==> src/rtl/watch_pkg.sv <==
// Shared constants and types for the watch pushbutton front end.
// Default cycle counts are derived from the 50 MHz system clock.
package watch_pkg;

   localparam int CLK_HZ                  = 50_000_000;
   localparam int DEBOUNCE_CYCLES_DEF     = CLK_HZ / 50;
   localparam int REPEAT_DELAY_CYCLES_DEF = CLK_HZ / 2;
   localparam int REPEAT_RATE_CYCLES_DEF  = CLK_HZ / 10;

   typedef enum logic [1:0] {
      RELEASED,
      PRESS_WAIT,
      PRESSED,
      RELEASE_WAIT
   } chan_state_t;

   function automatic int max_int(input int a, input int b);
      return (a > b) ? a : b;
   endfunction

endpackage

==> src/rtl/debounce_channel.sv <==
// One pushbutton channel: 2-flop synchronizer, debounce FSM, registered
// press pulse and held level, plus optional hold-to-repeat pulses.
module debounce_channel
   import watch_pkg::*;
#(
   parameter int DEBOUNCE_CYCLES     = DEBOUNCE_CYCLES_DEF,
   parameter int REPEAT_DELAY_CYCLES = REPEAT_DELAY_CYCLES_DEF,
   parameter int REPEAT_RATE_CYCLES  = REPEAT_RATE_CYCLES_DEF,
   parameter bit REPEAT_EN           = 1'b0
) (
   input  logic clk,
   input  logic reset,
   input  logic key_n,
   output logic pulse,
   output logic held
);

   localparam int DW = $clog2(DEBOUNCE_CYCLES + 1);
   localparam int RW = $clog2(max_int(REPEAT_DELAY_CYCLES, REPEAT_RATE_CYCLES) + 1);

   localparam logic [DW-1:0] DEB_LAST   = DW'(DEBOUNCE_CYCLES - 1);
   localparam logic [DW-1:0] DEB_MAX    = {DW{1'b1}};
   localparam logic [RW-1:0] DELAY_LAST = RW'(REPEAT_DELAY_CYCLES - 1);
   localparam logic [RW-1:0] RATE_LAST  = RW'(REPEAT_RATE_CYCLES - 1);
   localparam logic [RW-1:0] REP_MAX    = {RW{1'b1}};

   logic [1:0]    sync;
   logic          key_sync;
   chan_state_t   state;
   logic [DW-1:0] cnt;
   logic [RW-1:0] rcnt;
   logic          repeating;

   assign key_sync = sync[1];

   // The repeat timer first waits the long delay, then switches to the short rate.
   always_ff @(posedge clk or posedge reset) begin
      if (reset) begin
         sync      <= 2'b11;
         state     <= RELEASED;
         cnt       <= '0;
         rcnt      <= '0;
         repeating <= 1'b0;
         pulse     <= 1'b0;
         held      <= 1'b0;
      end else begin
         sync  <= {sync[0], key_n};
         pulse <= 1'b0;
         case (state)
            RELEASED: begin
               cnt <= '0;
               if (!key_sync) state <= PRESS_WAIT;
            end
            PRESS_WAIT: begin
               if (key_sync) begin
                  state <= RELEASED;
                  cnt   <= '0;
               end else if (cnt == DEB_LAST) begin
                  state     <= PRESSED;
                  cnt       <= '0;
                  pulse     <= 1'b1;
                  held      <= 1'b1;
                  rcnt      <= '0;
                  repeating <= 1'b0;
               end else begin
                  cnt <= (cnt == DEB_MAX) ? cnt : cnt + 1'b1;
               end
            end
            PRESSED: begin
               if (key_sync) begin
                  state     <= RELEASE_WAIT;
                  cnt       <= '0;
                  rcnt      <= '0;
                  repeating <= 1'b0;
               end else if (REPEAT_EN) begin
                  if (rcnt == (repeating ? RATE_LAST : DELAY_LAST)) begin
                     pulse     <= 1'b1;
                     rcnt      <= '0;
                     repeating <= 1'b1;
                  end else begin
                     rcnt <= (rcnt == REP_MAX) ? rcnt : rcnt + 1'b1;
                  end
               end
            end
            RELEASE_WAIT: begin
               if (!key_sync) begin
                  state <= PRESSED;
                  cnt   <= '0;
               end else if (cnt == DEB_LAST) begin
                  state <= RELEASED;
                  cnt   <= '0;
                  held  <= 1'b0;
               end else begin
                  cnt <= (cnt == DEB_MAX) ? cnt : cnt + 1'b1;
               end
            end
            default: state <= RELEASED;
         endcase
      end
   end

endmodule

==> src/rtl/button_conditioner.sv <==
// Conditions the three watch pushbuttons into press pulses and held levels;
// only the change key auto-repeats.
module button_conditioner
   import watch_pkg::*;
#(
   parameter int DEBOUNCE_CYCLES     = DEBOUNCE_CYCLES_DEF,
   parameter int REPEAT_DELAY_CYCLES = REPEAT_DELAY_CYCLES_DEF,
   parameter int REPEAT_RATE_CYCLES  = REPEAT_RATE_CYCLES_DEF
) (
   input  logic       clk,
   input  logic       reset,
   input  logic       key_mode_n,
   input  logic       key_start_n,
   input  logic       key_change_n,
   output logic       btn_mode,
   output logic       btn_start,
   output logic       btn_change,
   output logic [2:0] held
);

   debounce_channel #(
      .DEBOUNCE_CYCLES     (DEBOUNCE_CYCLES),
      .REPEAT_DELAY_CYCLES (REPEAT_DELAY_CYCLES),
      .REPEAT_RATE_CYCLES  (REPEAT_RATE_CYCLES),
      .REPEAT_EN           (1'b0)
   ) u_mode (
      .clk   (clk),
      .reset (reset),
      .key_n (key_mode_n),
      .pulse (btn_mode),
      .held  (held[0])
   );

   debounce_channel #(
      .DEBOUNCE_CYCLES     (DEBOUNCE_CYCLES),
      .REPEAT_DELAY_CYCLES (REPEAT_DELAY_CYCLES),
      .REPEAT_RATE_CYCLES  (REPEAT_RATE_CYCLES),
      .REPEAT_EN           (1'b0)
   ) u_start (
      .clk   (clk),
      .reset (reset),
      .key_n (key_start_n),
      .pulse (btn_start),
      .held  (held[1])
   );

   debounce_channel #(
      .DEBOUNCE_CYCLES     (DEBOUNCE_CYCLES),
      .REPEAT_DELAY_CYCLES (REPEAT_DELAY_CYCLES),
      .REPEAT_RATE_CYCLES  (REPEAT_RATE_CYCLES),
      .REPEAT_EN           (1'b1)
   ) u_change (
      .clk   (clk),
      .reset (reset),
      .key_n (key_change_n),
      .pulse (btn_change),
      .held  (held[2])
   );

endmodule

==> config.mk <==
export PLATFORM = sky130hd
export DESIGN_NAME = button_conditioner
export DESIGN_NICKNAME = d
export VERILOG_FILES = /design/src/rtl/watch_pkg.sv /design/src/rtl/debounce_channel.sv /design/src/rtl/button_conditioner.sv
export SDC_FILE = /design/constraint.sdc
export NUM_CORES = 1
export LEC_CHECK = 0
export BUFFER_PORTS_ARGS = -buffer_cell sky130_fd_sc_hd__buf_4
export CORE_ASPECT_RATIO = 0.5
export CORE_UTILIZATION = 54
export CTS_CLUSTER_SIZE = 25
export DETAILED_ROUTE_END_ITERATION = 8
export HOLD_SLACK_MARGIN = 0.12
export PLACE_DENSITY_LB_ADDON = 0.2
export SYNTH_ARGS = -nofsm -noshare
export SYNTH_HDL_FRONTEND = slang
export SYNTH_SLANG_ARGS = --single-unit
==> constraint.sdc <==
create_clock -name clk -period 4.17 [get_ports clk]
set_input_delay 0.6255 -clock clk [delete_from_list [all_inputs] [get_ports clk]]
set_output_delay 0.6255 -clock clk [all_outputs]
set_load 0.01 [all_outputs]
* After elaboration in Yosys (flattened, before gate mapping)
Cells that the tools add are included.
** Cells by class
- $add $sub $neg :: 4
- Shift operators :: 0
- Bitwise logic cells :: 0
- Multiplexer cells :: 76
- $mul :: 0
- Div/mod/pow operators :: 0
- Reductions and logical operators :: 15
- Magnitude comparators :: 0
- Equality and inequality tests :: 43
** Operators with widths (number)
- $mux W20 :: 15
- $pmux W20 S4 :: 3
- $mux W25 :: 6
- $eq A20 B20 Y1 const B :: 6
- $add A20 B1 Y20 const B :: 3
- $pmux W25 S2 :: 1
- $mux W2 :: 18
- $add A25 B1 Y25 const B :: 1
- $eq A25 B25 Y1 :: 1
- $eq A25 B25 Y1 const B :: 1
- $mux W1 :: 25
- $ne A2 B1 Y1 const B :: 12
- $pmux W2 S4 :: 3
- $reduce_and A4 Y1 :: 5
- $reduce_and A5 Y1 :: 3
- $eq A2 B2 Y1 const B :: 6
- $ne A2 B2 Y1 const B :: 6
- $ne A3 B1 Y1 const B :: 4
- $pmux W1 S2 :: 5
- $ne A3 B3 Y1 const B :: 3
- $reduce_bool A2 Y1 :: 4
- $eq A2 B1 Y1 const B :: 3
- $logic_not A2 Y1 :: 3
- $ne A4 B2 Y1 const B :: 1
** Word-level totals
- Input port bits :: 5
- RAM bits :: 0
- Latch bits :: 0
- Logic and storage cells :: 155
- ROM bits :: 0
- Memories :: 0
- Flip-flop bits (word level) :: 104
- Output and inout port bits :: 6

* Longest topological paths before layout
Gate-level depths: netlist of the first run.
- Depth in word-level cells :: 5
- Gate-level depth with buffers :: 9

* Modules after synthesis
A second synthesis of the first run with hierarchy kept.
** Unflattened totals
- Cells, all modules :: 702
- Area, all modules :: 6271.0 um^2
** By module, submodules not included
- debounce_channel at u_change :: instances 1, cells an instance 366, area an instance 3215.6 um^2, seq. area each 1303.8 um^2
- debounce_channel at u_mode :: instances 1, cells an instance 170, area an instance 1552.7 um^2, seq. area each 653.1 um^2
- debounce_channel at u_start :: instances 1, cells an instance 166, area an instance 1502.7 um^2, seq. area each 653.1 um^2

* Worst setup path after synthesis of the first run
OpenSTA, ideal clock, no wires.
- Kind :: register -> register
- From :: register u_change.state[0]
- To :: register u_change.rcnt[7]
- Slack :: 1.935 ns
- Cell stages (with the launch flop) :: 10
- Library setup time :: 0.078 ns
- Data required time :: 4.092 ns
- Buffers on the path :: 2
- Data arrival time :: 2.158 ns
- Path through :: dfrtp_1 -> inv_1 -> ha_1 -> nand2b_1 -> or4_1 -> nor3_1 -> buf_2 -> buf_4 -> o211ai_1 -> a21oi_1
** Between the ends
- Cells in the longest elaborated chain, start to end :: 3
- Elaborated cells between the ends (all ways) :: 8
** Ends and longest elaborated chain
- from (decl) :: line debounce_channel.sv:29 : chan_state_t state;
- from (signal assigned) :: line debounce_channel.sv:40 : state <= RELEASED;
- from (signal assigned) :: line debounce_channel.sv:52 : if (!key_sync) state <= PRESS_WAIT;
- from (signal assigned) :: line debounce_channel.sv:56 : state <= RELEASED;
- $eq A2 B2 Y1 / $eq A2 B1 Y1 (equally long branches) :: line debounce_channel.sv:49 : case (state)
- $ne A4 B2 Y1 (no line) (tied with other cells)
- $reduce_and A4 Y1 (no line)
- to (signal assigned) :: line debounce_channel.sv:81 : rcnt <= (rcnt == REP_MAX) ? rcnt : rcnt + 1'b1;
- to (decl) :: line debounce_channel.sv:31 : logic [RW-1:0] rcnt;
Several ways; a longest one is shown, not always the timed one.
A chain may end at the register's enable or synchronous reset.

* Worst setup path after layout of the first run
Same ends and word-level chain as after synthesis.

==> insert_results.sql, run 1 <==
INSERT INTO impl_metrics (metric_group, metric, value, unit) VALUES
('layout', 'flow.area_growth_from_synthesis', '6.72', '%'),
('clocking', 'ctsHoldBuffers', '0', ''),
('layout', 'final_nets', '689', ''),
('logic_synthesis', 'synth.top_cells.by_area', 'dfrtp_1 (40%), nand3_1 (4.4%), a21oi_1 (4.3%)', ''),
('clocking', 'clockBufferDepth', '2', ''),
('sta', 'totalNegativeSetupSlack', '0', 'ps'),
('setup_path', 'cp_data_required_time', '4440', 'ps'),
('setup_path', 'rr_endpoint', 'u_change.rcnt[7]$_DFFE_PP0P_', ''),
('clocking', 'cts.sinks', '104', ''),
('sta', 'final-hold-violation-count', '0', ''),
('setup_path', 'reg2reg_setup_slack', '1590', 'ps'),
('sta', 'final.setup_skew', '9.58', 'ps'),
('clocking', 'numCtsBuffers', '9', ''),
('pwr', 'internal-power', '1.66', 'mW'),
('die', 'die_height', '77.7', 'um'),
('setup_path', 'critical_path.startpoint_type', 'register', ''),
('pwr', 'netSwitchingPower', '810', 'uW'),
('setup_path', 'critical_path.reg2reg.startpoint', 'u_change.state[0]$_DFFE_PP0P_', ''),
('logic_synthesis', 'postSynthCellCount', '689', ''),
('grt', 'grt_start_max_net_pins', '44', ''),
('layout', 'num_antenna_cells', '0', ''),
('sta', 'final_period_minus_worst_setup_slack', '2580', 'ps'),
('clocking', 'insertion_delay', '350', 'ps'),
('logic_synthesis', 'post_synth_instance_area', '6180', 'um^2'),
('grt', 'via_count_of_the_first_global_routing_pass', '5157', ''),
('pwr', 'switching_share', '32.8', '%'),
('setup_path', 'worst_ep_arrival_time', '2850', 'ps'),
('logic_synthesis', 'synth_commonest_cells', 'dfrtp_1 (98), nand3_1 (54), a21oi_1 (53)', ''),
('sta', 'maxSlewViolCount', '0', ''),
('die', 'coreArea', '11100', 'um^2'),
('sta', 'hold_slack', '262', 'ps'),
('placed_design', 'placement.io_buffers', '10', ''),
('clocking', 'postCtsResizedCells', '0', ''),
('sta', 'max_clock_freq', '388', 'MHz'),
('logic_synthesis', 'synth-main-ff-cell', 'dfrtp_1', ''),
('placed_design', 'dp_hpwl', '9610', 'um'),
('clocking', 'number_of_buffers_inserted_by_post_cts_setup_repair', '0', ''),
('sta', 'rsz0062_at_grt', 'no', ''),
('setup_path', 'critPathMaxFanout', '31', ''),
('die', 'row_count', '27', ''),
('worst_hold_path', 'hold_path.class', 'input pin to asynchronous set/reset pin', ''),
('routing', 'ant_nets', '0', ''),
('layout', 'final_layout_size_suffix_gt1_share', '7.94', '%'),
('logic_synthesis', 'synth_top_area_share', '39.7', '%'),
('sta', 'finalSetupViolations', '0', ''),
('clocking', 'clk_transition_reported_paths', '70', 'ps'),
('logic_synthesis', 'edff_count_synth', '0', ''),
('placed_design', 'globalplace.congestion', '0.847', ''),
('routing', 'detail_route.wirelength', '14200', 'um'),
('setup_path', 'timing.critical_path.slowest_stage_cell', 'or4_1', ''),
('setup_path', 'cp_top_family', 'simple AND/OR/NAND/NOR gates', ''),
('layout', 'final-seq-area', '2610', 'um^2'),
('routing', 'drt_first_iter_violations', '444', ''),
('pwr', 'clock_power_share', '34.2', '%'),
('logic_synthesis', 'count_of_yosys_warnings_during_synthesis', '0', ''),
('grt', 'number_of_antenna_violations_at_the_first_check_in_global_routing', '0', ''),
('logic_synthesis', 'synth-seq-cells', '104', ''),
('logic_synthesis', 'synth_sequential_area_ratio', '42.2', '%'),
('pwr', 'share_seq_of_total_power', '43.7', '%'),
('sta', 'worst_slew_margin_rel', '24.1', '%'),
('routing', 'vias', '5472', ''),
('status', 'run_status', 'completed', ''),
('routing', 'wl_per_cell', '17.2', 'um'),
('setup_path', 'critical_path.endpoint_type', 'register', ''),
('logic_synthesis', 'post_synth_num_cell_types', '68', ''),
('setup_path', 'critPathBufInv', '2', ''),
('grt', 'grt_util_all_layers', '25.3', '%'),
('routing', 'vias_per_cell', '6.63', ''),
('setup_path', 'setup.worst_path.class', 'register to register', ''),
('routing', 'drc', '0', ''),
('pwr', 'p_per_area', '375', 'nW/um^2');
[kinds of logic after synthesis]
family                     count (synthesis)  synth area share (%)
muxes                                      6                 0.992
AOI/OAI and AO/OA                        205                  21.9
buffers and inverters                     62                  4.45
and+or+nand+nor                          289                  26.7
adders and majority gates                  8                  1.62
xor gates and xnor gates                  15                  2.13
DFF                                      104                  42.2
[registers in the layout, summed over array words and instances, names as in the netlist, 2 cells and up, named ones only]
register / flops
u_change.rcnt: 25
u_change.sync: 2
u_change.cnt: 20
u_mode.sync: 2
u_start.cnt: 20
u_mode.cnt: 20
u_start.sync: 2
[layout by cell type, fill, tap and decap left out, types with 13 or more instances in the layout]
| cell | count |
|---|---|
| buf_4 | 17 |
| nor2_1 | 36 |
| o21ai_0 | 26 |
| xnor2_1 | 13 |
| a21oi_1 | 52 |
| nand3_1 | 54 |
| nand2_1 | 45 |
| nor3_1 | 14 |
| a41oi_1 | 14 |
| and3_1 | 23 |
| o31ai_1 | 23 |
| inv_1 | 20 |
| nand4_1 | 26 |
| dfrtp_1 | 98 |
| or4_1 | 30 |
| a31oi_1 | 17 |
[final cells by class]
cell class / count / area share [%]
repair buffers: 17 / 1.93
clock inverters: 3 / 0.645
clock buffers: 12 / 3.74
flip-flops and latches: 104 / 39.6
well taps: 145 / 2.75
multi-input cells: 523 / 50.1
inverters: 21 / 1.23
[worst max path at each step]
stage / start / endpoint
2_1_floorplan: reset / asynchronous set/reset pin
3_3_place_gp: u_change.state[0]$_DFFE_PP0P_ / u_change.rcnt[7]$_DFFE_PP0P_
3_5_place_dp: u_change.state[0]$_DFFE_PP0P_ / u_change.rcnt[7]$_DFFE_PP0P_
4_1_cts: u_change.state[0]$_DFFE_PP0P_ / u_change.rcnt[7]$_DFFE_PP0P_
5_1_grt: u_change.state[0]$_DFFE_PP0P_ / u_change.rcnt[7]$_DFFE_PP0P_
6_report: u_change.state[0]$_DFFE_PP0P_ / u_change.rcnt[7]$_DFFE_PP0P_
[worst reg2reg max path: cells and delay by family, from the launching register on]
kind | cells | cell delay, ps
AOI/OAI and AO/OA | 2 | 360
adders and majority gates | 1 | 200
buffers and inverters | 2 | 430
DFF | 1 | 430
and+or+nand+nor | 3 | 1090
[layer usage]
layer	up-vias	share of wire (%)	track usage [%]
met5	-	0	0
met4	0	1.3	6.97
met3	21	4.0	4.69
met2	133	47	41.0
met1	2689	48	34.9
li1	2629	-	-
[power groups by stage]
stage               Clock, mW  Sequential, mW  Combinational [mW]
floorplan                   0            1.09               0.459
global placement            0            1.10               0.530
detailed placement          0            1.10               0.545
CTS                     0.862            1.08               0.548
global route            0.905            1.09               0.609
finish                  0.846            1.08               0.545
[per-stage QoR]
| stage | worst slack [ps] | area (um^2) | util, % | power [mW] | cells |
|---|---|---|---|---|---|
| 2_1_floorplan | 822 | 6180 | - | 1.55 | 689 |
| 3_3_place_gp | 1640 | 6310 | 56.9 | 1.63 | 810 |
| 3_5_place_dp | 1630 | 6310 | 56.9 | 1.64 | 810 |
| 4_1_cts | 1610 | 6600 | 59.5 | 2.49 | 825 |
| 5_1_grt | 1420 | 6600 | 59.5 | 2.60 | 825 |
| 6_report | 1590 | 6600 | 59.5 | 2.47 | 825 |
(Power assumes the default switching activity.)
==> run 2, diff against run 1 <==
clock period = 2.1 ns   (was 4.17 ns; I/O delays follow)
==> run 2 against run 1 <==
  * The flow now finishes with violations (setup timing)
  * Total power rose by 130%
  * Sequential power rose by 96%
  * Sequential share of layout area fell by 5.4 points
  * Cell count rose by 11%
  * Critical path depth fell by 1
  * Core utilization rose by 9.4 points
  * Non-clock buffer count rose by 91
  * Largest power group unchanged
==> insert_results.sql, run 2 (synthesized netlist as in run 1, its figures left out) <==
INSERT INTO impl_metrics (metric_group, metric, value, unit) VALUES
('status', 'run_status', 'finished with violations', ''),
('status', 'violations_in_the_final_reports', 'setup timing', ''),
('layout', 'fillers', '833', ''),
('pwr', 'netSwitchingPower', '1.86', 'mW'),
('sta', 'layout_worst_path_cycle_share', '106', '%'),
('setup_path', 'critPathMaxFanout', '21', ''),
('pwr', 'worst_ir_drop_vdd', '0.513', 'mV'),
('setup_path', 'reg2reg_setup_slack', '-120', 'ps'),
('layout', 'num_antenna_cells', '0', ''),
('pwr', 'clock_power_share', '31.5', '%'),
('setup_path', 'crit_path_start', 'u_change.cnt[13]$_DFFE_PP0N_', ''),
('worst_hold_path', 'hold_path.class', 'register to register', ''),
('sta', 'worst_slew_margin_rel', '65.5', '%'),
('layout', 'max_ffs_per_register', '25', ''),
('sta', 'final-hold-violation-count', '0', ''),
('grt', 'globalRouteOverflowTotal', '0', ''),
('setup_path', 'worst_setup_path_endpoint', 'u_change.rcnt[2]$_DFFE_PP0P_', ''),
('setup_path', 'timing.critical_path.slowest_stage_cell', 'or4b_4', ''),
('grt', 'grt_util_all_layers', '26.2', '%'),
('sta', 'finalSetupViolations', '20', ''),
('setup_path', 'r2r_cells', '7', ''),
('routing', 'detailedRoute.firstPassIterationCount', '5', ''),
('routing', 'vias_per_cell', '6.46', ''),
('setup_path', 'timing.critical_path.slowest_cell_delay', '560', 'ps'),
('clocking', 'clock_tree_from_tritoncts', 'built', ''),
('routing', 'wl_per_cell', '17.0', 'um'),
('routing', 'detail_route.wirelength', '15600', 'um'),
('placed_design', 'globalplace.congestion', '0.904', ''),
('grt', 'grt_start_max_net_pins', '57', ''),
('pwr', 'switching_share', '32.4', '%'),
('sta', 'rsz0062_at_grt', 'yes', ''),
('setup_path', 'critical_path.endpoint_type', 'register', ''),
('clocking', 'numCtsBuffers', '9', ''),
('pwr', 'share_seq_of_total_power', '37.0', '%'),
('pwr', 'p_per_area', '751', 'nW/um^2'),
('setup_path', 'worstPathCellList', 'or4b_4, nor4_4, a21oi_4, buf_4, clkbuf_16, o31ai_1, a21oi_2', ''),
('layout', 'layout.cells.most_common', 'dfrtp_1', ''),
('run', 'max_cap_violations', '0', ''),
('sta', 'final.setup_skew', '6.04', 'ps'),
('layout', 'layout.cells.non_filler', '917', ''),
('setup_path', 'critical_path.startpoint_type', 'register', ''),
('setup_path', 'setup.worst_path.class', 'register to register', ''),
('sta', 'max_clock_freq', '451', 'MHz'),
('layout', 'layout_common_cells', 'dfrtp_1 (98), buf_4 (92), nand3_1 (52)', ''),
('pwr', 'p_comb_share', '31.5', '%'),
('die', 'row_count', '27', ''),
('pwr', 'total_leakage_power', '3.09', 'nW'),
('layout', 'top_register', 'u_change.rcnt', ''),
('grt', 'grt_first_pass_wirelength', '25300', 'um'),
('routing', 'drc', '0', ''),
('pwr', 'internal-power', '3.88', 'mW'),
('placed_design', 'dp_hpwl', '10300', 'um'),
('clocking', 'cts.sinks', '104', ''),
('setup_path', 'critical_path.reg2reg.startpoint', 'u_change.cnt[13]$_DFFE_PP0N_', ''),
('routing', 'drt_first_iter_violations', '472', ''),
('routing', 'vias', '5925', ''),
('clocking', 'clockBufferDepth', '2', ''),
('grt', 'via_count_of_the_first_global_routing_pass', '5330', ''),
('die', 'die_height', '77.7', 'um'),
('sta', 'maxSlewViolCount', '0', ''),
('routing', 'ant_nets', '0', ''),
('clocking', 'clock_tree.root_cell', 'clkbuf_16', ''),
('setup_path', 'worst_ep_arrival_time', '2440', 'ps'),
('clocking', 'clk_transition_reported_paths', '70', 'ps'),
('placed_design', 'placed_cells_incl_taps', '889', ''),
('grt', 'number_of_antenna_violations_at_the_first_check_in_global_routing', '0', ''),
('die', 'io_pins', '11', ''),
('layout', 'finish.instance_area', '7640', 'um^2'),
('layout', 'final_layout_size_suffix_gt1_share', '23.3', '%'),
('placed_design', 'placement.io_buffers', '10', ''),
('setup_path', 'rr_endpoint', 'u_change.rcnt[2]$_DFFE_PP0P_', ''),
('clocking', 'cts_htree_levels', '3', ''),
('layout', 'final_nets', '780', ''),
('clocking', 'insertion_delay', '350', 'ps'),
('placed_design', 'dpl-instance-area', '7010', 'um^2'),
('sta', 'final_period_minus_worst_setup_slack', '2220', 'ps'),
('die', 'die_x', '153', 'um'),
('die', 'die_area', '11900', 'um^2'),
('die', 'starting_density', '55.8', '%'),
('layout', 'flow.area_growth_from_synthesis', '23.6', '%'),
('sta', 'final_critical_path_setup_slack', '-117', 'ps'),
('die', 'coreArea', '11100', 'um^2'),
('setup_path', 'cp_data_required_time', '2320', 'ps'),
('sta', 'worst_pin_slew', '505', 'ps');
==> run 2: cell count changes in the layout (fill, tap and decap cells not counted), sizes merged <==
cell | before | now
dlygate4sd3 | 0 | 4
inv | 21 | 20
clkbuf | 12 | 15
buf | 17 | 102
clkinv | 1 | 2
==> run 2: worst max-delay path, delay by kind of cell, from the launching register on <==
family                 cells  cell delay [ps]
and+or+nand+nor            2              790
buffers and inverters      2              350
DFF                        1              380
AOI/OAI and AO/OA          3              560
==> run 2: per-layer routing <==
layer	share of wire (%)	vias to the layer above	track usage, %
met5	0	-	0
met4	1.4	0	7.47
met3	5.4	24	4.80
met2	48	210	42.5
met1	45	2871	35.9
li1	-	2820	-
==> run 2: per-stage QoR <==
stage	total power, mW	util (%)	hold slack (ps)	setup TNS (ps)	worst slack [ps]
after floorplan	3.11	-	319	0	0.803
after CTS	5.49	66.7	359	-222	-51.1
final	5.74	68.9	358	-891	-117
after global routing	5.97	68.9	364	-2360	-191
after detailed placement	3.66	63.3	349	-223	-64.7
after global placement	3.63	63.3	346	0	5.08
==> run 2: what timing repair did <==
action | 4_1_cts | 5_1_grt
endpoints found under the setup margin | 14 | 71
pin swaps | 0 | 11
hold endpoints to repair | 101 | 0
gates cloned | 0 | 1
hold buffers | 4 | 0
buffers inserted | 1 | 7
resized for setup | 2 | 39
==> run 2: worst min-delay path by stage <==
stage,endpoint,cells past startpoint,startpoint
after floorplan,u_change.sync[0]$_DFF_PP1_,0,key_change_n
after global placement,u_start.sync[1]$_DFF_PP1_,0,u_start.sync[0]$_DFF_PP1_
after detailed placement,u_mode.sync[1]$_DFF_PP1_,0,u_mode.sync[0]$_DFF_PP1_
after CTS,u_mode.sync[1]$_DFF_PP1_,0,u_mode.sync[0]$_DFF_PP1_
after global routing,u_start.sync[1]$_DFF_PP1_,0,u_start.sync[0]$_DFF_PP1_
final,u_mode.sync[1]$_DFF_PP1_,0,u_mode.sync[0]$_DFF_PP1_
==> run 2: area by class of cell <==
type                       instances  area [um^2]  area share (%)
multi-input combinational        523         3500            45.8
sequential                       104         2610            34.2
timing repair buffer             108          937            12.3
clock buffer                      13          280            3.67
tap                              145          181            2.37
inverter                          21         82.6            1.08
clock inverter                     3         47.5           0.622
==> run 2: power by group through the flow <==
stage	logic [mW]	registers (mW)	clock network [mW]
finish	1.81	2.12	1.81
global route	1.94	2.13	1.91
CTS	1.53	2.12	1.85
detailed placement	1.51	2.16	0
global placement	1.48	2.15	0
floorplan	0.944	2.17	0
